`src/rtl/ps2_host_tx_pkg.sv`:
```
// Shared PS/2 host-transmit definitions: FSM states, error codes, 25 MHz timing defaults.
// No logic; latency n/a.
// No flow control; constants only.
package ps2_host_tx_pkg;

  typedef enum logic [2:0] {
    ST_IDLE,
    ST_INHIBIT,
    ST_WAIT_CLK,
    ST_SEND,
    ST_ACK,
    ST_WAIT_IDLE,
    ST_ERR
  } state_t;

  localparam logic [1:0] ERR_NONE  = 2'b00;
  localparam logic [1:0] ERR_NOCLK = 2'b01;
  localparam logic [1:0] ERR_PKT   = 2'b10;
  localparam logic [1:0] ERR_NOACK = 2'b11;

  localparam int DEF_INHIBIT_CYCLES = 2500;
  localparam int DEF_FIRST_CLK_TMO  = 375000;
  localparam int DEF_PACKET_TMO     = 50000;
  localparam int DEF_SYNC_STAGES    = 2;

  function automatic logic odd_parity(input logic [7:0] d);
    return ~^d;
  endfunction

endpackage

```
`src/rtl/ps2_line_sync.sv`:
```
// Synchronises the raw PS/2 clk/data lines and flags ps2clk falling edges.
// Latency: SYNC_STAGES cycles on the levels, fall asserted the cycle sync_clk drops.
// No backpressure; free-running sampler.
module ps2_line_sync #(
  parameter int SYNC_STAGES = 2
) (
  input  logic clk,
  input  logic reset,
  input  logic ps2clk_in,
  input  logic ps2data_in,
  output logic sync_clk,
  output logic sync_data,
  output logic fall
);

  logic [SYNC_STAGES-1:0] clk_pipe;
  logic [SYNC_STAGES-1:0] data_pipe;
  logic                   sync_clk_prev;

  // Idle bus is high, so resetting to 1 avoids a spurious fall after reset.
  always_ff @(posedge clk or posedge reset) begin
    if (reset) begin
      clk_pipe      <= '1;
      data_pipe     <= '1;
      sync_clk_prev <= 1'b1;
    end else begin
      clk_pipe      <= {clk_pipe[SYNC_STAGES-2:0], ps2clk_in};
      data_pipe     <= {data_pipe[SYNC_STAGES-2:0], ps2data_in};
      sync_clk_prev <= sync_clk;
    end
  end

  assign sync_clk  = clk_pipe[SYNC_STAGES-1];
  assign sync_data = data_pipe[SYNC_STAGES-1];
  assign fall      = sync_clk_prev & ~sync_clk;

endmodule

```
`src/rtl/ps2_host_tx.sv`:
```
// PS/2 host-to-device command transmitter with inhibit, request-to-send, ACK check and timeouts.
// Latency: INHIBIT_CYCLES plus device clocking; tx_done one cycle after the bus is seen idle.
// tx_start accepted only while tx_busy=0; requests while busy are dropped.
module ps2_host_tx
  import ps2_host_tx_pkg::*;
#(
  parameter int INHIBIT_CYCLES = DEF_INHIBIT_CYCLES,
  parameter int FIRST_CLK_TMO  = DEF_FIRST_CLK_TMO,
  parameter int PACKET_TMO     = DEF_PACKET_TMO,
  parameter int SYNC_STAGES    = DEF_SYNC_STAGES
) (
  input  logic       clk,
  input  logic       reset,
  input  logic [7:0] tx_data,
  input  logic       tx_start,
  output logic       tx_busy,
  output logic       tx_done,
  output logic       tx_err,
  output logic [1:0] err_code,
  input  logic       ps2clk_in,
  input  logic       ps2data_in,
  output logic       ps2clk_drive_low,
  output logic       ps2data_drive_low
);

  localparam int TMAX_A = (FIRST_CLK_TMO > PACKET_TMO) ? FIRST_CLK_TMO : PACKET_TMO;
  localparam int TMAX   = (TMAX_A > INHIBIT_CYCLES) ? TMAX_A : INHIBIT_CYCLES;
  localparam int TW     = $clog2(TMAX + 1);

  localparam logic [TW-1:0] INH_RTS  = TW'(INHIBIT_CYCLES - 2);
  localparam logic [TW-1:0] INH_LAST = TW'(INHIBIT_CYCLES - 1);
  localparam logic [TW-1:0] CLK_LAST = TW'(FIRST_CLK_TMO - 1);
  localparam logic [TW-1:0] PKT_LAST = TW'(PACKET_TMO - 1);

  logic sync_clk, sync_data, fall;

  ps2_line_sync #(.SYNC_STAGES(SYNC_STAGES)) u_sync (
    .clk       (clk),
    .reset     (reset),
    .ps2clk_in (ps2clk_in),
    .ps2data_in(ps2data_in),
    .sync_clk  (sync_clk),
    .sync_data (sync_data),
    .fall      (fall)
  );

  state_t          state, state_nxt;
  logic [8:0]      shreg, shreg_nxt;
  logic [3:0]      bitcnt, bitcnt_nxt;
  logic [TW-1:0]   timer, timer_nxt, timer_inc;
  logic            clk_low_nxt, data_low_nxt, done_nxt;
  logic [1:0]      err_code_nxt;
  logic            go_err;
  logic [1:0]      go_code;

  assign timer_inc = (&timer) ? timer : timer + 1'b1;

  always_ff @(posedge clk or posedge reset) begin
    if (reset) begin
      state             <= ST_IDLE;
      shreg             <= '0;
      bitcnt            <= '0;
      timer             <= '0;
      ps2clk_drive_low  <= 1'b0;
      ps2data_drive_low <= 1'b0;
      err_code          <= ERR_NONE;
      tx_done           <= 1'b0;
    end else begin
      state             <= state_nxt;
      shreg             <= shreg_nxt;
      bitcnt            <= bitcnt_nxt;
      timer             <= timer_nxt;
      ps2clk_drive_low  <= clk_low_nxt;
      ps2data_drive_low <= data_low_nxt;
      err_code          <= err_code_nxt;
      tx_done           <= done_nxt;
    end
  end

  always_comb begin
    state_nxt    = state;
    shreg_nxt    = shreg;
    bitcnt_nxt   = bitcnt;
    timer_nxt    = timer_inc;
    clk_low_nxt  = ps2clk_drive_low;
    data_low_nxt = ps2data_drive_low;
    err_code_nxt = err_code;
    done_nxt     = 1'b0;
    go_err       = 1'b0;
    go_code      = ERR_NONE;

    case (state)
      ST_IDLE: begin
        timer_nxt = '0;
        // tx_done high means the previous transfer's pulse cycle, still busy.
        if (tx_start && !tx_done) begin
          shreg_nxt    = {odd_parity(tx_data), tx_data};
          bitcnt_nxt   = '0;
          err_code_nxt = ERR_NONE;
          clk_low_nxt  = 1'b1;
          data_low_nxt = 1'b0;
          state_nxt    = ST_INHIBIT;
        end
      end
      ST_INHIBIT: begin
        if (timer >= INH_RTS) data_low_nxt = 1'b1;
        if (timer == INH_LAST) begin
          clk_low_nxt = 1'b0;
          timer_nxt   = '0;
          state_nxt   = ST_WAIT_CLK;
        end
      end
      ST_WAIT_CLK: begin
        if (fall) begin
          data_low_nxt = ~shreg[0];
          shreg_nxt    = {1'b0, shreg[8:1]};
          bitcnt_nxt   = 4'd1;
          timer_nxt    = '0;
          state_nxt    = ST_SEND;
        end else if (timer == CLK_LAST) begin
          go_err  = 1'b1;
          go_code = ERR_NOCLK;
        end
      end
      ST_SEND: begin
        if (timer == PKT_LAST) begin
          go_err  = 1'b1;
          go_code = ERR_PKT;
        end else if (fall) begin
          bitcnt_nxt = bitcnt + 4'd1;
          // Tenth fall: release data as the stop bit.
          if (bitcnt == 4'd9) begin
            data_low_nxt = 1'b0;
            state_nxt    = ST_ACK;
          end else begin
            data_low_nxt = ~shreg[0];
            shreg_nxt    = {1'b0, shreg[8:1]};
          end
        end
      end
      ST_ACK: begin
        if (timer == PKT_LAST) begin
          go_err  = 1'b1;
          go_code = ERR_PKT;
        end else if (fall) begin
          bitcnt_nxt = bitcnt + 4'd1;
          if (sync_data) begin
            go_err  = 1'b1;
            go_code = ERR_NOACK;
          end else begin
            state_nxt = ST_WAIT_IDLE;
          end
        end
      end
      ST_WAIT_IDLE: begin
        if (timer == PKT_LAST) begin
          go_err  = 1'b1;
          go_code = ERR_PKT;
        end else if (sync_clk && sync_data) begin
          done_nxt  = 1'b1;
          state_nxt = ST_IDLE;
        end
      end
      ST_ERR: begin
        clk_low_nxt  = 1'b0;
        data_low_nxt = 1'b0;
        state_nxt    = ST_IDLE;
      end
      default: state_nxt = ST_IDLE;
    endcase

    if (go_err) begin
      err_code_nxt = go_code;
      clk_low_nxt  = 1'b0;
      data_low_nxt = 1'b0;
      state_nxt    = ST_ERR;
    end
  end

  assign tx_err  = (state == ST_ERR);
  assign tx_busy = (state != ST_IDLE) | tx_done;

endmodule

```
`config.mk`:
```
export PLATFORM = sky130hd
export DESIGN_NAME = ps2_host_tx
export DESIGN_NICKNAME = d
export VERILOG_FILES = /design/src/rtl/ps2_host_tx_pkg.sv /design/src/rtl/ps2_line_sync.sv /design/src/rtl/ps2_host_tx.sv
export SDC_FILE = /design/constraint.sdc
export NUM_CORES = 1
export LEC_CHECK = 0
export CAP_MARGIN = 20
export CORE_ASPECT_RATIO = 0.6
export CORE_MARGIN = 1.5
export CORE_UTILIZATION = 35
export CTS_BUF_LIST = sky130_fd_sc_hd__clkbuf_2 sky130_fd_sc_hd__clkbuf_4 sky130_fd_sc_hd__clkbuf_8
export DETAILED_ROUTE_END_ITERATION = 7
export PLACE_DENSITY = 0.61
export SYNTH_ARGS = -nofsm -noshare
export SYNTH_HDL_FRONTEND = slang
export SYNTH_SLANG_ARGS = --single-unit
```
`constraint.sdc`:
```
create_clock -name clk -period 2.8 [get_ports clk]
set_input_delay 0.28 -clock clk [delete_from_list [all_inputs] [get_ports clk]]
set_output_delay 0.28 -clock clk [all_outputs]
set_load 0.02 [all_outputs]
```
==> impl_summary.md <==
Logic synthesis
The number of nets handed over by synthesis was 304. The count of flip-flops with a built-in enable after synthesis is 0. The average size of a mapped cell is just under 10 um2. The Yosys step of the flow raised 0 warnings. The cell area that synthesis handed to floorplanning was ~2800 um2.

The cell count after synthesis came out at roughly 290. Summing the sequential cell areas from Yosys gives 40.7% of the chip area. The most common flop cell mapped by yosys is dfrtp_1. The share of flip-flops with an asynchronous set or reset after synthesis is 100%. Counting flops and latches in the post-synthesis netlist gives between 40 and 50. The post-synthesis cell type count is 63.

Detailed routing
After detailed routing, the number of remaining DRC violations is 0. Once detail routing completed, the nets flagged for antenna violations numbered 0. The number of DRC markers in iteration 0 is 209. The average via count per standard cell is 5.58. The post-detailed-routing wire length is 6760 um. The routed layout has 2,282 vias. The average wire per standard cell is around 17 um. The number of iterations in the first detailed-routing pass is 4.

GRT
The first global-routing pass estimated 11,600 um of wire. The via count of the first global-routing pass is 2,125. The initial antenna violation count is 0. The pin count of the biggest net entering global routing is 46.

Global routing consumed, over all layers together, 17.2% of the routing resources. The residual overflow from global routing is 0.

Critical path
The highest net fanout along the worst path is 15. The kind of critical path is reg -> out. For the worst setup path, the data required time is 2.52 ns. Data arrives at the worst endpoint at about 2.1 ns. The nature of the critical path endpoint is an output port. The critical path startpoint category is a register.

STA
The final cycle utilization of the critical path is 85.7%. The setup clock skew after layout is 0.00968 ns. The actual transition at the worst max-transition pin is slightly above 0.9 ns.

Setup repair after global routing left no endpoint under its margin. The post-route setup TNS is 0 ns. The final setup violation count is 0. Headroom to the max-slew limit came out at 39.2%. The post-route minimum period is 2.40 ns. The highest clock rate is 0.417 GHz. The final hold violation count was 0. The max-slew violation count came to 0.

Layout
Of the cells placed in the final design, the portion with a size suffix greater than 1 is 16.4%. The count of filler cells inserted in the layout is between 700 and 800. The final-stage net count is 321. The area growth from synthesis to layout is 14.5%. The antenna diode count is 0.

Measured on the finished design, the core utilization comes to 42.6%.

Floorplanning
The die span in x is 118 um. The effective utilization at floorplan is 37.2%. The die height is roughly 72 um.

The full die area is 8510 um2. The site row count is 24. The count of pins on the block boundary is 20. The floorplan core area is 7480 um2.

Power
The leakage power figure is 1.25 nW. The share of total power consumed by net switching is 36.3%. The largest vdd supply drop is 0.247 mV. The switching power summed over all nets is 0.895 mW.

Dividing total power by cell area gives a power density of 774 nW/um2. The share of total power dissipated in the clock network is 21.4%. Sequential cells account for 39.0% of the total power. Combinational logic is responsible for around two fifths of the overall power.

The total internal power is 1.57 mW.

Clocking
The count of hold-fix buffers inserted at cts is 0. In this run the deepest clock path goes through 2 buffers. Post-CTS timing repair inserted 0 buffers for setup.

TritonCTS built the clock tree. The master cell of the clock root buffer is clkbuf_8. Once the clock tree was built, the resizer swapped 0 gates to a different size. At the later pin of the worst-skew pair, clock insertion delay measures 0.31 ns. The tree built by TritonCTS fans out to 45 sinks. The count of H-tree levels built during CTS is 2. The TritonCTS buffer count is 5. After clock tree synthesis, the clock-pin slew on the worst setup and hold paths is ~0.090 ns.

Hold path
The class of the most critical hold timing path is reg -> reg.

Placement
The port buffer count is 19. Routability-driven placement finished with a final weighted congestion of 0.863. Detailed placement finished with a half-perimeter wire length of 5120 um.

Outcome
The run finished with clean final reports.

Flow run
The count of max-cap constraint violations is 0.
==> cell families after synthesis <==
logic type,Yosys count,synth area share (%)
buf+inv,28,4.81
fa+ha+maj,4,1.80
flops,45,40.7
xor+xnor,21,6.61
mux,21,8.32
compound gates,69,16.9
simple gates,99,20.9
==> state kept, by name, summed over array words and instances, names as in the netlist <==
register / flops
u_sync.data_pipe: 2
bitcnt: 4
ps2clk_drive_low: 1
shreg: 9
u_sync.clk_pipe: 2
ps2data_drive_low: 1
err_code: 2
state: 3
u_sync.sync_clk_prev: 1
tx_done: 1
timer: 19
==> synthesized netlist by cell type, types with 6 or more instances <==
| master | instances | area share (%) |
|---|---|---|
| xnor2_1 | 20 | 6.3 |
| nor4_1 | 6 | 1.3 |
| dfrtp_1 | 40 | 36 |
| a21oi_1 | 20 | 3.6 |
| nor2_1 | 17 | 2.3 |
| mux2_2 | 17 | 6.9 |
| inv_1 | 11 | 1.5 |
| buf_2 | 7 | 1.3 |
| o21ai_0 | 10 | 1.8 |
| nand3_1 | 12 | 2.2 |
| a211oi_1 | 9 | 2.4 |
| nor3_1 | 8 | 1.4 |
| nand2_1 | 16 | 2.2 |
==> stage by stage <==
stage | power, mW | instance area, um2 | cells | hold slack [ns] | setup WS (ns)
3_3_place_gp | 1.92 | 3070 | 401 | 0.347 | 0.451
3_5_place_dp | 1.95 | 3070 | 401 | 0.347 | 0.418
4_1_cts | 2.47 | 3190 | 409 | 0.359 | 0.413
2_1_floorplan | 1.64 | 2780 | 287 | 0.284 | 0.775
5_1_grt | 2.64 | 3190 | 409 | 0.364 | 0.262
6_report | 2.47 | 3190 | 409 | 0.360 | 0.401
==> routing by layer <==
metal / global-route usage, % / routed length [um]
met1: 29.2 / 3740
met2: 20.9 / 2470
met3: 4.17 / 501
met4: 3.25 / 46
met5: 0 / 0
==> placed cells by master (no fill, tap or decap), types with 3 or more instances in the layout <==
| master | netlist | final |
|---|---|---|
| dfrtp_1 | 40 | 40 |
| a21oi_1 | 20 | 20 |
| xnor2_1 | 20 | 20 |
| clkdlybuf4s50_1 | 0 | 19 |
| nor2_1 | 17 | 17 |
| mux2_2 | 17 | 17 |
| nand2_1 | 16 | 16 |
| nand3_1 | 12 | 12 |
| o21ai_0 | 10 | 10 |
| inv_1 | 11 | 10 |
| a211oi_1 | 9 | 9 |
| nor3_1 | 8 | 8 |
| buf_4 | 1 | 7 |
| nor4_1 | 6 | 6 |
| clkbuf_8 | 0 | 6 |
| nand4_1 | 5 | 5 |
| dfstp_2 | 5 | 5 |
| mux2i_1 | 4 | 4 |
| a31oi_1 | 4 | 4 |
| a21o_1 | 4 | 4 |
| ha_1 | 4 | 4 |
| and3_1 | 3 | 3 |
| and2_1 | 3 | 3 |
| a21boi_0 | 3 | 3 |
| a221oi_1 | 3 | 3 |
==> critical path, stage by stage (launching register included) <==
cell,delay [ns]
dfrtp_1,0.64
inv_1,0.22
nor3_1,0.29
clkdlybuf4s50_1,0.66
==> area by class of cell <==
| cell class | count | area, um2 | area share [%] |
|---|---|---|---|
| Inverter | 12 | 45.0 | 1.41 |
| Clock inverter | 1 | 30.0 | 0.943 |
| Timing Repair Buffer | 26 | 243 | 7.62 |
| Multi-Input combinational cell | 214 | 1520 | 47.6 |
| Sequential cell | 45 | 1130 | 35.5 |
| Clock buffer | 7 | 90.1 | 2.83 |
| Tap cell | 104 | 130 | 4.08 |
==> power by group through the flow <==
stage | logic, mW | clock network [mW] | registers (mW)
final | 0.978 | 0.527 | 0.961
after global routing | 1.08 | 0.567 | 0.988
after CTS | 0.979 | 0.538 | 0.958
after detailed placement | 0.976 | 0 | 0.970
after global placement | 0.958 | 0 | 0.964
after floorplan | 0.732 | 0 | 0.906
==> final timing paths <==
kind	startpoint	end	slack [ns]	cells after the start
worst max-delay path	state[1]	tx_err	0.40	3
worst min-delay path	u_sync.data_pipe[0]	u_sync.data_pipe[1]	0.36	0
worst max register to register	timer[1]	bitcnt[0]	0.48	6
worst min register to register	u_sync.data_pipe[0]	u_sync.data_pipe[1]	0.36	0
max in group asynchronous	reset	timer[9]	1.75	2
min in group asynchronous	reset	shreg[6]	0.49	2
(Power assumes the default switching activity.)
